**src/rtl/seg7_pkg.sv**
```systemverilog
// Shared constants for the seven-segment score display: digit count,
// score ceiling, active-low segment patterns and the converter FSM states.
package seg7_pkg;

    localparam int NUM_DIGITS = 4;
    localparam int BCD_W      = 4 * NUM_DIGITS;
    localparam int SCORE_MAX  = 9999;

    // Segment order {g,f,e,d,c,b,a}, active-low (0 = lit)
    localparam logic [6:0] SEG_0     = 7'b1000000;
    localparam logic [6:0] SEG_1     = 7'b1111001;
    localparam logic [6:0] SEG_2     = 7'b0100100;
    localparam logic [6:0] SEG_3     = 7'b0110000;
    localparam logic [6:0] SEG_4     = 7'b0011001;
    localparam logic [6:0] SEG_5     = 7'b0010010;
    localparam logic [6:0] SEG_6     = 7'b0000010;
    localparam logic [6:0] SEG_7     = 7'b1111000;
    localparam logic [6:0] SEG_8     = 7'b0000000;
    localparam logic [6:0] SEG_9     = 7'b0010000;
    localparam logic [6:0] SEG_BLANK = 7'b1111111;

    typedef enum logic [1:0] {
        ST_IDLE,
        ST_SHIFT,
        ST_LOAD
    } conv_state_t;

    // BCD nibble to segment pattern; non-decimal nibbles go dark
    function automatic logic [6:0] seg_decode(input logic [3:0] nib);
        case (nib)
            4'd0:    return SEG_0;
            4'd1:    return SEG_1;
            4'd2:    return SEG_2;
            4'd3:    return SEG_3;
            4'd4:    return SEG_4;
            4'd5:    return SEG_5;
            4'd6:    return SEG_6;
            4'd7:    return SEG_7;
            4'd8:    return SEG_8;
            4'd9:    return SEG_9;
            default: return SEG_BLANK;
        endcase
    endfunction

endpackage

```
**src/rtl/bin2bcd_seq.sv**
```systemverilog
// Sequential double-dabble converter with a single overwriting pending slot.
// bcd is the accumulator; it is only meaningful while bcd_vld is high (LOAD).
module bin2bcd_seq
    import seg7_pkg::*;
#(
    parameter int BIN_W = 14   // must be at least 14 so SCORE_MAX fits
) (
    input  logic             clk,
    input  logic             rst,
    input  logic [BIN_W-1:0] score,
    input  logic             score_vld,
    output logic [BCD_W-1:0] bcd,
    output logic             bcd_vld,
    output logic             busy
);

    localparam int CNT_W = $clog2(BIN_W + 1);

    conv_state_t      state;
    logic [BIN_W-1:0] sreg;
    logic [BCD_W-1:0] acc;
    logic [BCD_W-1:0] acc_adj;
    logic [CNT_W-1:0] cnt;
    logic             pend_vld;
    logic [BIN_W-1:0] pend_val;

    function automatic logic [BIN_W-1:0] clamp(input logic [BIN_W-1:0] v);
        return (v > BIN_W'(SCORE_MAX)) ? BIN_W'(SCORE_MAX) : v;
    endfunction

    assign bcd = acc;

    // Add-3 correction on every nibble that would overflow after the shift
    always_comb begin
        acc_adj = acc;
        for (int i = 0; i < NUM_DIGITS; i++) begin
            if (acc[i*4 +: 4] >= 4'd5)
                acc_adj[i*4 +: 4] = acc[i*4 +: 4] + 4'd3;
        end
    end

    // Conversion FSM; busy/bcd_vld are registered alongside the state
    always_ff @(posedge clk) begin
        if (rst) begin
            state    <= ST_IDLE;
            sreg     <= '0;
            acc      <= '0;
            cnt      <= '0;
            pend_vld <= 1'b0;
            pend_val <= '0;
            busy     <= 1'b0;
            bcd_vld  <= 1'b0;
        end else begin
            case (state)
                ST_IDLE: begin
                    if (score_vld) begin
                        sreg  <= clamp(score);
                        acc   <= '0;
                        cnt   <= CNT_W'(BIN_W);
                        state <= ST_SHIFT;
                        busy  <= 1'b1;
                    end
                end
                ST_SHIFT: begin
                    if (score_vld) begin
                        pend_vld <= 1'b1;
                        pend_val <= clamp(score);
                    end
                    acc  <= {acc_adj[BCD_W-2:0], sreg[BIN_W-1]};
                    sreg <= {sreg[BIN_W-2:0], 1'b0};
                    cnt  <= cnt - 1'b1;
                    if (cnt == CNT_W'(1)) begin
                        state   <= ST_LOAD;
                        bcd_vld <= 1'b1;
                    end
                end
                ST_LOAD: begin
                    bcd_vld <= 1'b0;
                    // A strobe landing in LOAD is newer than the slot, so it wins
                    if (score_vld || pend_vld) begin
                        sreg     <= score_vld ? clamp(score) : pend_val;
                        acc      <= '0;
                        cnt      <= CNT_W'(BIN_W);
                        pend_vld <= 1'b0;
                        state    <= ST_SHIFT;
                    end else begin
                        state <= ST_IDLE;
                        busy  <= 1'b0;
                    end
                end
                default: begin
                    state   <= ST_IDLE;
                    busy    <= 1'b0;
                    bcd_vld <= 1'b0;
                end
            endcase
        end
    end

endmodule

```
**src/rtl/seg7_score_display.sv**
```systemverilog
// Four-digit common-anode score display: binary score -> BCD -> scanned an/seg.
// Optional leading-zero blanking is enabled by defining SEG7_LZ_BLANK_EN.
module seg7_score_display
    import seg7_pkg::*;
#(
    parameter int BIN_W      = 14,
    parameter int SCAN_DIV_W = 17
) (
    input  logic             clk,
    input  logic             rst,
    input  logic [BIN_W-1:0] score,
    input  logic             score_vld,
    output logic             busy,
    output logic [3:0]       an,
    output logic [6:0]       seg
);

    logic [BCD_W-1:0]      bcd;
    logic                  conv_vld;
    logic [BCD_W-1:0]      disp_bcd;
    logic [SCAN_DIV_W-1:0] scan_cnt;
    logic [1:0]            dig_idx;
    logic [3:0]            nib;
    logic                  blank;

    bin2bcd_seq #(.BIN_W(BIN_W)) u_conv (
        .clk       (clk),
        .rst       (rst),
        .score     (score),
        .score_vld (score_vld),
        .bcd       (bcd),
        .bcd_vld   (conv_vld),
        .busy      (busy)
    );

    // Display register only moves on a finished conversion
    always_ff @(posedge clk) begin
        if (rst)           disp_bcd <= '0;
        else if (conv_vld) disp_bcd <= bcd;
    end

    // Free-running prescaler; digit index steps on wrap
    always_ff @(posedge clk) begin
        if (rst) begin
            scan_cnt <= '0;
            dig_idx  <= '0;
        end else begin
            scan_cnt <= scan_cnt + 1'b1;
            if (&scan_cnt) dig_idx <= dig_idx + 1'b1;
        end
    end

    assign nib = disp_bcd[dig_idx*4 +: 4];

`ifdef SEG7_LZ_BLANK_EN
    logic [NUM_DIGITS-1:0] lz;

    // A digit is dark when it and everything above it is zero; units never
    always_comb begin
        lz    = '0;
        lz[3] = (disp_bcd[15:12] == 4'd0);
        lz[2] = lz[3] && (disp_bcd[11:8] == 4'd0);
        lz[1] = lz[2] && (disp_bcd[7:4] == 4'd0);
        blank = lz[dig_idx];
    end
`else
    assign blank = 1'b0;
`endif

    // Registered anode/segment drive
    always_ff @(posedge clk) begin
        if (rst) begin
            an  <= 4'b1111;
            seg <= SEG_BLANK;
        end else begin
            an  <= ~(4'b0001 << dig_idx);
            seg <= blank ? SEG_BLANK : seg_decode(nib);
        end
    end

endmodule

```
**config.mk**
```make
export PLATFORM = sky130hd
export DESIGN_NAME = seg7_score_display
export DESIGN_NICKNAME = d
export VERILOG_FILES = /design/src/rtl/seg7_pkg.sv /design/src/rtl/bin2bcd_seq.sv /design/src/rtl/seg7_score_display.sv
export SDC_FILE = /design/constraint.sdc
export NUM_CORES = 1
export LEC_CHECK = 0
export CAP_MARGIN = 10
export CORE_ASPECT_RATIO = 0.75
export CORE_MARGIN = 5
export CORE_UTILIZATION = 60
export CTS_BUF_LIST = sky130_fd_sc_hd__clkbuf_8
export DETAILED_ROUTE_END_ITERATION = 8
export GPL_TIMING_DRIVEN = 0
export PLACE_DENSITY = 0.81
export SKIP_LAST_GASP = 1
export SLEW_MARGIN = 30
export SYNTH_ARGS = -nofsm -noshare
export SYNTH_HDL_FRONTEND = slang
export SYNTH_SLANG_ARGS = --single-unit
```
**constraint.sdc**
```tcl
create_clock -name clk -period 1.9 [get_ports clk]
set_input_delay 0.475 -clock clk [delete_from_list [all_inputs] [get_ports clk]]
set_output_delay 0.475 -clock clk [all_outputs]
set_load 0.005 [all_outputs]
```
==> impl_metrics.json <==
{
  "vias_per_cell": 5.877,
  "async_flop_share_pct": 0,
  "worst_slack_ps": 15.03,
  "max_freq_mhz": 530.5,
  "place_ws_ps": -544.0,
  "grt_use_total_pct": 22.98,
  "cap_violations": 0,
  "core_area_um2": 7365,
  "cts-htree-levels": 3,
  "yosysSeqAreaShare_pct": 43.61,
  "hold_viol": 0,
  "p_sw_share_pct": 28.39,
  "finalInstanceArea_um2": 5268,
  "yosysTopAreaCell": "dfxtp_1",
  "synthFlopType": "dfxtp_1",
  "period_share_pct": 99.21,
  "power_switching_mw": 1.206,
  "wirelength_mm": 10.86,
  "numCtsBuffers": 9,
  "layout_min_cycle_time_ps": 1885,
  "synth_edf_count": 0,
  "fin_nets": 591,
  "wl_per_cell_um": 16.62,
  "min_to": "u_conv.pend_val[13]$_SDFFE_PP0P_",
  "power_mw": 4.249,
  "r2r_slack_ps": 20,
  "clock-root-buffer": "clkbuf_8",
  "stdcell_count": 653,
  "fin_hold_ws_ps": 475.4,
  "synth_nets": 554,
  "io_buffers": 27,
  "io_pins": 29,
  "hold_path_class": "reg -> reg",
  "top_layer_used": "met4",
  "synth_common_cells": "dfxtp_1, nor2_1, nand2_1",
  "clock_sinks": 99,
  "crit_fanout": 10,
  "tritoncts": "done",
  "timing.setup.tns_ps": 0,
  "endpoint_kind": "register",
  "ys_top_cells_by_area": "dfxtp_1, ha_1, nor2_1",
  "cellLeakagePower_nw": 1.955,
  "hpwl_mm": 7.489,
  "reg2reg_from": "u_conv.state[1]$_SDFFE_PP0P_",
  "drive_gt1_share_pct": 10.14,
  "clkPwrFrac_pct": 30.6,
  "ys_ff_latch": 99,
  "diodes": 0,
  "routabilityCongestion": 0.8940,
  "slew_headroom_pct": 48.69,
  "arrival_ps": 2180,
  "cts_setup_buffers": 0,
  "reg2reg_to": "u_conv.bcd[11]$_SDFFE_PP0P_",
  "ant_nets": 0,
  "fin_worst_skew_ps": 10.73,
  "min-delay-start": "u_conv.pend_val[13]$_SDFFE_PP0P_",
  "area_delta_synth_final_pct": 15.91,
  "rsz0062_at_grt": "yes",
  "wl_met1_mm": 4.910,
  "die_y_um": 85.37,
  "wl_met3_um": 731,
  "initialDrtViolationCount": 345,
  "tightest_slew_ps": 769.6,
  "clock_path_buffers": 2,
  "grt_max_degree": 16,
  "antenna_found_initial": 0,
  "die_w_um": 110.5,
  "num_rows": 27,
  "drc": 0,
  "clk_pin_slew_ps": 90,
  "final_max_slew_viol_count": 0,
  "fin_util_pct": 71.53,
  "power.density_nw_per_um2": 806.6,
  "holdPathStages": 2,
  "status": "complete, no violations",
  "grt_remaining_overflow": 0,
  "rr_worst_depth": 7,
  "die_area_um2": 9433,
  "first_global_vias": 3818,
  "pwr-share-comb_pct": 16.2,
  "syn-mean-instance-area_um2": 8.893,
  "p_seq_share_pct": 53.2,
  "worstSetupStartpointType": "register",
  "worstSkewPairLatency_ps": 360,
  "drt_pass1_iterations": 6,
  "synth-warning-count": 0,
  "grt_first_pass_wirelength_mm": 17.80,
  "synth_top_area_share_pct": 43.61,
  "yosysMostFrequentCell": "dfxtp_1",
  "syn-cell-area_um2": 4544,
  "vias": 3838,
  "synth_cells": 511,
  "setup_viol_count_final": 0,
  "dp.cells": 639,
  "worstSetupPathType": "reg -> reg",
  "dpl_cell_area_um2": 4941,
  "yosys.cell_types.count": 48,
  "met2_length_mm": 5.063,
  "critical_path_required_ps": 2190,
  "ir_worst_vdd_mv": 0.5156,
  "internal-power_mw": 3.043,
  "initial_utilization_pct": 61.71
}
[power by group through the flow]
stage	clock network, mW	logic (mW)	registers [mW]
after detailed placement	0	0.604	2.30
after floorplan	0	0.400	2.28
after CTS	1.32	0.625	2.25
final	1.30	0.687	2.26
after global routing	1.43	0.760	2.27
after global placement	0	0.585	2.29
[area by class of cell]
class / count / area, µm²
timing repair buffer: 27 / 275.3
multi-input combinational: 363 / 2460
buffer: 26 / 151.4
clock inverter: 6 / 58.81
tap: 101 / 126.4
clock buffer: 9 / 123.9
fill: 574 / 2097
sequential: 99 / 1988
inverter: 22 / 83.83
[cells by family (layout without fill, tap and decap cells)]
family	after synthesis	after routing	synth area share, %
AND/OR/NAND/NOR	186	186	19.03
flip-flops	99	99	43.61
AO/OA/AOI/OAI	107	107	15.31
adder cells (fa/ha/maj)	26	26	7.159
XOR/XNOR	17	17	3.277
multiplexers	27	27	7.049
buffers and inverters	49	90	4.570
[sequential cells by signal, summed over array words and instances, names as in the netlist, 2 cells and up]
register,flops
an,4
disp_bcd,16
u_conv.bcd,16
seg,7
scan_cnt,17
u_conv.cnt,4
u_conv.sreg,14
dig_idx,2
u_conv.state,2
u_conv.pend_val,14
[critical path, cell delays in order, from the launching register on]
cell,delay (ps)
dfxtp_4,380
inv_1,110
ha_1,250
clkinv_2,220
nor3_4,330
clkbuf_4,280
nand3_1,90
a21oi_1,140
[per-layer routing]
layer,vias to the layer above,GRT usage (%)
li1,1855,-
met3,17,7.128
met2,128,37.17
met1,1838,29.67
met5,-,0
met4,0,7.047
[placed cells by master (no fill, tap or decap), types with 9 or more instances in the layout]
master and count:
clkbuf_1 11, a21oi_1 29, nand2_1 32, o21ai_0 25
ha_1 24, clkbuf_8 9, nand3_1 11, nor2_1 82
xnor2_1 9, nand2b_1 9, nor3_1 20, clkdlybuf4s50_1 25
mux2i_1 23, a22oi_1 13, inv_1 21, dfxtp_1 96
[worst max-delay path by stage]
stage,from,to,cells after the start
2_1_floorplan,u_conv.state[0]$_SDFFE_PP0P_,u_conv.sreg[3]$_SDFFE_PP0P_,8
3_3_place_gp,score_vld,u_conv.sreg[6]$_SDFFE_PP0P_,6
3_5_place_dp,score_vld,u_conv.sreg[11]$_SDFFE_PP0P_,6
4_1_cts,score_vld,u_conv.sreg[6]$_SDFFE_PP0P_,6
5_1_grt,u_conv.state[0]$_SDFFE_PP0P_,u_conv.sreg[0]$_SDFFE_PP0P_,7
6_report,u_conv.state[1]$_SDFFE_PP0P_,u_conv.bcd[11]$_SDFFE_PP0P_,7
[what timing repair did]
action / CTS / global route
hold endpoints to repair: 0 / 0
setup endpoints to repair: 44 / 49
resized for setup: 18 / 30
pin swaps: 0 / 3
cloned: 0 / 0
hold buffers: 0 / 0
No activity file was read; power rests on OpenSTA's default activity.
